### src/rtl/ofm_accum_pool_if.sv
// Stream bundle between the conv MAC, the accumulate/pool stage and the output writer.
interface ofm_accum_pool_if #(
  parameter int IN_W  = 13,
  parameter int OUT_W = 15,
  parameter int LVL_W = 3
);
  logic             in_valid;
  logic [IN_W-1:0]  in_data;
  logic             out_valid;
  logic [OUT_W-1:0] out_data;
  logic             out_ready;
  logic             overflow;
  logic [LVL_W-1:0] level;

  modport master (
    output in_valid, in_data, out_ready,
    input  out_valid, out_data, overflow, level
  );

  modport slave (
    input  in_valid, in_data, out_ready,
    output out_valid, out_data, overflow, level
  );
endinterface

### src/rtl/ofm_accum_pool.sv
// Sums ACC_LEN partial sums per pixel, max-pools POOL_LEN pixels and queues
// the pooled results in a small FIFO drained over valid/ready.
module ofm_accum_pool #(
  parameter int IN_W       = 13,
  parameter int ACC_LEN    = 4,
  parameter int POOL_LEN   = 2,
  parameter int OUT_W      = IN_W + $clog2(ACC_LEN),
  parameter int FIFO_DEPTH = 4
) (
  input  logic            clk,
  input  logic            rst,
  input  logic            clear,
  ofm_accum_pool_if.slave bus
);
  localparam int ACC_CW  = (ACC_LEN  > 1) ? $clog2(ACC_LEN)  : 1;
  localparam int POOL_CW = (POOL_LEN > 1) ? $clog2(POOL_LEN) : 1;
  localparam int PTR_W   = $clog2(FIFO_DEPTH);
  localparam int LVL_W   = PTR_W + 1;

  function automatic logic [OUT_W-1:0] max_u(input logic [OUT_W-1:0] a,
                                             input logic [OUT_W-1:0] b);
    return (a > b) ? a : b;
  endfunction

  logic [ACC_CW-1:0]  acc_cnt_q,  acc_cnt_d;
  logic [POOL_CW-1:0] pool_cnt_q, pool_cnt_d;
  logic [OUT_W-1:0]   acc_q,      acc_d;
  logic [OUT_W-1:0]   max_q,      max_d;
  logic [PTR_W-1:0]   wr_ptr_q,   wr_ptr_d;
  logic [PTR_W-1:0]   rd_ptr_q,   rd_ptr_d;
  logic [LVL_W-1:0]   count_q,    count_d;
  logic               ovf_q,      ovf_d;
  logic [OUT_W-1:0]   mem_q [FIFO_DEPTH];
  logic [OUT_W-1:0]   mem_d [FIFO_DEPTH];

  logic             acc_last, pool_last, full, pop, push, push_ok;
  logic [OUT_W-1:0] sum, pooled;

  assign acc_last  = (acc_cnt_q == ACC_CW'(ACC_LEN - 1));
  assign pool_last = (pool_cnt_q == POOL_CW'(POOL_LEN - 1));
  assign full      = (count_q == LVL_W'(FIFO_DEPTH));
  // The first partial of a pixel restarts the sum instead of adding to stale acc.
  assign sum       = ((acc_cnt_q == '0) ? '0 : acc_q) + OUT_W'(bus.in_data);
  assign pooled    = (pool_cnt_q == '0) ? sum : max_u(sum, max_q);
  assign pop       = bus.out_valid && bus.out_ready;
  assign push      = bus.in_valid && acc_last && pool_last;
  // A full FIFO still takes the result when its head leaves in the same cycle.
  assign push_ok   = push && (!full || pop);

  always_comb begin
    acc_cnt_d  = acc_cnt_q;
    pool_cnt_d = pool_cnt_q;
    acc_d      = acc_q;
    max_d      = max_q;
    wr_ptr_d   = wr_ptr_q;
    rd_ptr_d   = rd_ptr_q;
    count_d    = count_q;
    ovf_d      = ovf_q;
    mem_d      = mem_q;
    if (clear) begin
      acc_cnt_d  = '0;
      pool_cnt_d = '0;
      acc_d      = '0;
      max_d      = '0;
      wr_ptr_d   = '0;
      rd_ptr_d   = '0;
      count_d    = '0;
      ovf_d      = 1'b0;
    end else begin
      if (bus.in_valid) begin
        acc_d     = sum;
        acc_cnt_d = acc_last ? '0 : acc_cnt_q + ACC_CW'(1);
        if (acc_last) begin
          max_d      = pooled;
          pool_cnt_d = pool_last ? '0 : pool_cnt_q + POOL_CW'(1);
        end
      end
      if (push_ok) begin
        mem_d[wr_ptr_q] = pooled;
        wr_ptr_d        = wr_ptr_q + PTR_W'(1);
      end
      if (push && !push_ok) ovf_d = 1'b1;
      if (pop) rd_ptr_d = rd_ptr_q + PTR_W'(1);
      count_d = count_q + LVL_W'(push_ok) - LVL_W'(pop);
    end
  end

  always_ff @(posedge clk or posedge rst) begin
    if (rst) begin
      acc_cnt_q  <= '0;
      pool_cnt_q <= '0;
      acc_q      <= '0;
      max_q      <= '0;
      wr_ptr_q   <= '0;
      rd_ptr_q   <= '0;
      count_q    <= '0;
      ovf_q      <= 1'b0;
      mem_q      <= '{default: '0};
    end else begin
      acc_cnt_q  <= acc_cnt_d;
      pool_cnt_q <= pool_cnt_d;
      acc_q      <= acc_d;
      max_q      <= max_d;
      wr_ptr_q   <= wr_ptr_d;
      rd_ptr_q   <= rd_ptr_d;
      count_q    <= count_d;
      ovf_q      <= ovf_d;
      mem_q      <= mem_d;
    end
  end

  assign bus.out_valid = (count_q != '0);
  assign bus.out_data  = mem_q[rd_ptr_q];
  assign bus.overflow  = ovf_q;
  assign bus.level     = count_q;
endmodule

### src/flat_wrapper.sv
// flat-port wrapper written by rule: the top's interface ports become plain ports
module ofm_accum_pool_flat 
#(
  parameter int IN_W       = 13,
  parameter int ACC_LEN    = 4,
  parameter int POOL_LEN   = 2,
  parameter int OUT_W      = IN_W + $clog2(ACC_LEN),
  parameter int FIFO_DEPTH = 4
)
  (clk, rst, clear, bus_in_valid, bus_in_data, bus_out_ready, bus_out_valid, bus_out_data, bus_overflow, bus_level);
  ofm_accum_pool_if #(.IN_W(IN_W), .OUT_W(OUT_W), .LVL_W((3))) bus_i ();
  input  logic clk;
  input  logic rst;
  input  logic clear;
  input wire logic [$bits(bus_i.in_valid)-1:0] bus_in_valid;
  input wire logic [$bits(bus_i.in_data)-1:0] bus_in_data;
  input wire logic [$bits(bus_i.out_ready)-1:0] bus_out_ready;
  output wire logic [$bits(bus_i.out_valid)-1:0] bus_out_valid;
  output wire logic [$bits(bus_i.out_data)-1:0] bus_out_data;
  output wire logic [$bits(bus_i.overflow)-1:0] bus_overflow;
  output wire logic [$bits(bus_i.level)-1:0] bus_level;
  assign bus_i.in_valid = bus_in_valid;
  assign bus_i.in_data = bus_in_data;
  assign bus_i.out_ready = bus_out_ready;
  assign bus_out_valid = bus_i.out_valid;
  assign bus_out_data = bus_i.out_data;
  assign bus_overflow = bus_i.overflow;
  assign bus_level = bus_i.level;
  ofm_accum_pool #(.IN_W(IN_W), .ACC_LEN(ACC_LEN), .POOL_LEN(POOL_LEN), .OUT_W(OUT_W), .FIFO_DEPTH(FIFO_DEPTH)) u_core (.clk(clk), .rst(rst), .clear(clear), .bus(bus_i));
endmodule
### config.mk
export PLATFORM = sky130hd
export DESIGN_NAME = ofm_accum_pool_flat
export DESIGN_NICKNAME = d
export VERILOG_FILES = /design/src/rtl/ofm_accum_pool_if.sv /design/src/rtl/ofm_accum_pool.sv /design/src/flat_wrapper.sv
export SDC_FILE = /design/constraint.sdc
export NUM_CORES = 1
export LEC_CHECK = 0
export BUFFER_PORTS_ARGS = -buffer_cell sky130_fd_sc_hd__clkbuf_2
export CORE_MARGIN = 2
export CORE_UTILIZATION = 60
export CTS_CLUSTER_SIZE = 28
export DETAILED_ROUTE_END_ITERATION = 7
export PLACE_DENSITY = 0.86
export SLEW_MARGIN = 15
export SYNTH_ARGS = -nofsm -noshare
export SYNTH_HDL_FRONTEND = slang
export SYNTH_SLANG_ARGS = --single-unit
### constraint.sdc
create_clock -name clk -period 7.3 [get_ports clk]
set_input_delay 1.825 -clock clk [delete_from_list [all_inputs] [get_ports clk]]
set_output_delay 1.825 -clock clk [all_outputs]
set_load 0.01 [all_outputs]
==> run metrics <==
status=completed; post-layout min period=between 6000 and 7000 ps; WHS Path Cells=2; Final setup viols=0; max incr delay on CP=710 ps; Top Family by Delay on Critical Path=compound AO/OA/AOI/OAI gates; Worst setup EP type=flop; syn_area_per_cell=around 9.5 sq um; Finished Layout Cells=a little under 800; Mapped Nets=~670; max-cap violation count=0; FMAX=between 0.15 and 0.2 GHz; warnings from Yosys=0; die area=about 11000 sq um; CTS max path bufs=2; H-tree levels=3; layout cell share with drive strength beyond 1=about an eighth; Crit Path Max Fanout=19; routed length per instance=about 18 microns; worst vdd ir=0.0001221 V; TritonCTS clock tree=built; highest-delay cell along the critical path=nor4_1; cts bufs inserted=9; cell taking the most area after synthesis=dfrtp_1; synthesized cell area=between 5000 and 6000 sq um; port bufs=37; initial antenna violation count=0; P&R area growth vs syn=7.316%; CORE AREA=roughly 9600 sq um; Tot GR Track Use=between 20 and 30%; CTS sink cnt=between 100 and 150; simple-gate portion of the synthesized area=between 10% and 20%; FFs w/ async S/R, synth=100.0%; Netlist cell types=56; EDFF count, synth=0; total power=0.001241 W; post-DP HPWL=approximately 9600 microns; Vias=roughly 4700; leading post-synthesis cells by cell area=dfrtp_1, ha_1, mux4_2; Routed WL=~14000 microns; Synth Area in XOR/XNOR=just under 2%; CP Class=input port to flop; period utilization=85.45%; Most used DFF post-synth=dfrtp_1; largest family of logic cells by synthesized area=simple AND/OR/NAND/NOR gates; skew final=about 18 ps; root buf cell=clkbuf_8; Hold Fails Final Rpt=0; Setup crit start kind=input port; FP Rows=36; Starting Density=around three fifths; CP cell instances=clkbuf_2, ha_1, a21o_1, a21oi_1, a21oi_1, o41ai_1, xor2_1, inv_1, ha_1, nand4_1, nor4_1, a21o_1, buf_4, mux2i_1, o21ai_0; Synth top cells by count=dfrtp_1, nand2_1, o21ai_0, nor2_1, ha_1; Post-CTS Hold Buffers=0; Synth Instances=a little over 600; Hold Path Class=flop to flop; Clock transition at path regs=around 110 ps; Skew-Pair Late Insertion Delay=about 380 ps; Iter 0 DRT Violations=between 300 and 400; Synth top area share=~43%; Inst Count DP=between 700 and 800; nets=slightly below 700; Rel. slew slack=roughly a third; Leakage=2.888 nW; Die X=~100 microns; cts repair resizes=0; multiplexer share of the synthesized area=under 10%; total congestion overflow=0; Crit path required time=around 7500 ps; Synth Area in Compound Gates=16.40%; cell depth of the worst setup path=15; Die Ht=103.0 microns; Adder-Cell Fraction of Synth Area=around 8.3%; final slew viol count=0; Register-to-Register Path Depth=18; P per Cell Area=196.5 nW/um^2; #FFs+latches synth=roughly 100; CP arrival=6480 ps; post-CTS setup buffer count=0; Least-Margin Pin Slew=between 900 and 1000 ps; register area share after synthesis=between 40% and 50%; setup TNS=0 ps; count leader, synth=dfrtp_1; Top Ports=38; CP bufs+invs=3; Antenna Violating Nets Remaining=0; drc violations=0; Pre-antenna DRT Iters=5; vias per cell=approximately 6.1; vias in the first global route=between 4000 and 5000; unrepaired setup endpoints after global routing=no; Antenna Cells=0; first-pass GRT wire length=22630 microns; GP Congestion=0.9363; largest net degree at the start of global routing=70
-- per-layer routing --
layer,routed length [microns],share of wire (%),global-route usage [%]
met4,305,2.3,8.300
met5,0,0,0
met1,5859,43,36.84
met3,700,5.2,5.288
met2,6677,49,45.30
-- logic make-up (layout without fill, tap and decap cells) --
kind of cell,after synthesis,count (layout)
and+or+nand+nor,206,206
AOI/OAI and AO/OA,157,157
DFF,101,101
buffers and inverters,69,91
adders and majority gates,38,38
muxes,34,34
xor gates and xnor gates,13,13
-- sequential cells by signal (all words and copies together) (netlist names) --
signal / cells
u_core.acc_cnt_q: 2
u_core.acc_q: 15
u_core.bus.level: 3
u_core.bus.overflow: 1
u_core.max_q: 15
u_core.mem_q: 60
u_core.pool_cnt_q: 1
u_core.rd_ptr_q: 2
u_core.wr_ptr_q: 2
-- metrics by stage --
stage	worst slack, ps	util [%]	instance area, sq um	hold WS, ps
global route	737.6	65.50	6314	513.3
global placement	1082	63.51	6122	456.3
detailed placement	881.0	63.51	6122	466.8
floorplan	2024	-	5883	443.6
finish	1062	65.50	6314	484.2
CTS	1261	65.46	6310	488.6
-- worst register-to-register path, delay by kind of cell (launching register included) --
kind            cells  cell delay (ps)
flops               1              420
compound gates      5             1430
fa+ha+maj           3             1190
buf+inv             4              570
simple gates        4             1260
xor+xnor            1              510
mux                 1              450
-- worst paths after layout --
kind / from / slack, ps / end
max: bus_in_data[3] / 1060 / u_core.mem_q[16]$_DFFE_PP0P_
min: u_core.mem_q[20]$_DFFE_PP0P_ / 480 / u_core.mem_q[20]$_DFFE_PP0P_
max reg2reg: u_core.acc_cnt_q[0]$_DFFE_PP0P_ / 1350 / u_core.mem_q[16]$_DFFE_PP0P_
min reg2reg: u_core.mem_q[20]$_DFFE_PP0P_ / 480 / u_core.mem_q[20]$_DFFE_PP0P_
max in group asynchronous: rst / 4660 / u_core.max_q[3]$_DFFE_PP0P_
min in group asynchronous: rst / 1420 / u_core.mem_q[8]$_DFFE_PP0P_
-- cells in the final DEF, fill, tap and decap left out, types with 4 or more instances in the layout --
cell type / n
nand3_1: 20
a31oi_1: 12
ha_1: 36
dfrtp_1: 101
and2_1: 10
nand2_1: 65
xor2_1: 5
a21o_1: 6
clkbuf_2: 37
xnor2_1: 8
nand2b_1: 17
o21ai_0: 58
nor3_1: 5
nand4_1: 8
o31ai_1: 10
a22oi_1: 9
o22ai_1: 4
inv_1: 33
clkbuf_8: 9
nor2_1: 49
or3_1: 4
a21oi_1: 34
buf_4: 4
mux4_2: 15
mux2i_1: 19
nor2b_1: 16
-- where the power goes --
group / switching, W / total, W / leakage [nW] / internal (W)
Clock: 0.000224 / 0.000357 / 0.0956 / 0.000133
Combinational: 0.000147 / 0.000263 / 1.39 / 0.000116
Sequential: 0.0000436 / 0.000621 / 1.40 / 0.000578
Total: 0.000414 / 0.00124 / 2.89 / 0.000827
-- final cells by class --
type                            count  area, sq um
Clock buffer                        9        123.9
Inverter                           34        130.1
Fill cell                         793         3326
Clock inverter                      7        63.81
Sequential cell                   101         2527
Tap cell                          133        166.4
Timing Repair Buffer               41        215.2
Multi-Input combinational cell    448         3087
Power figures use the tool's default switching activity.
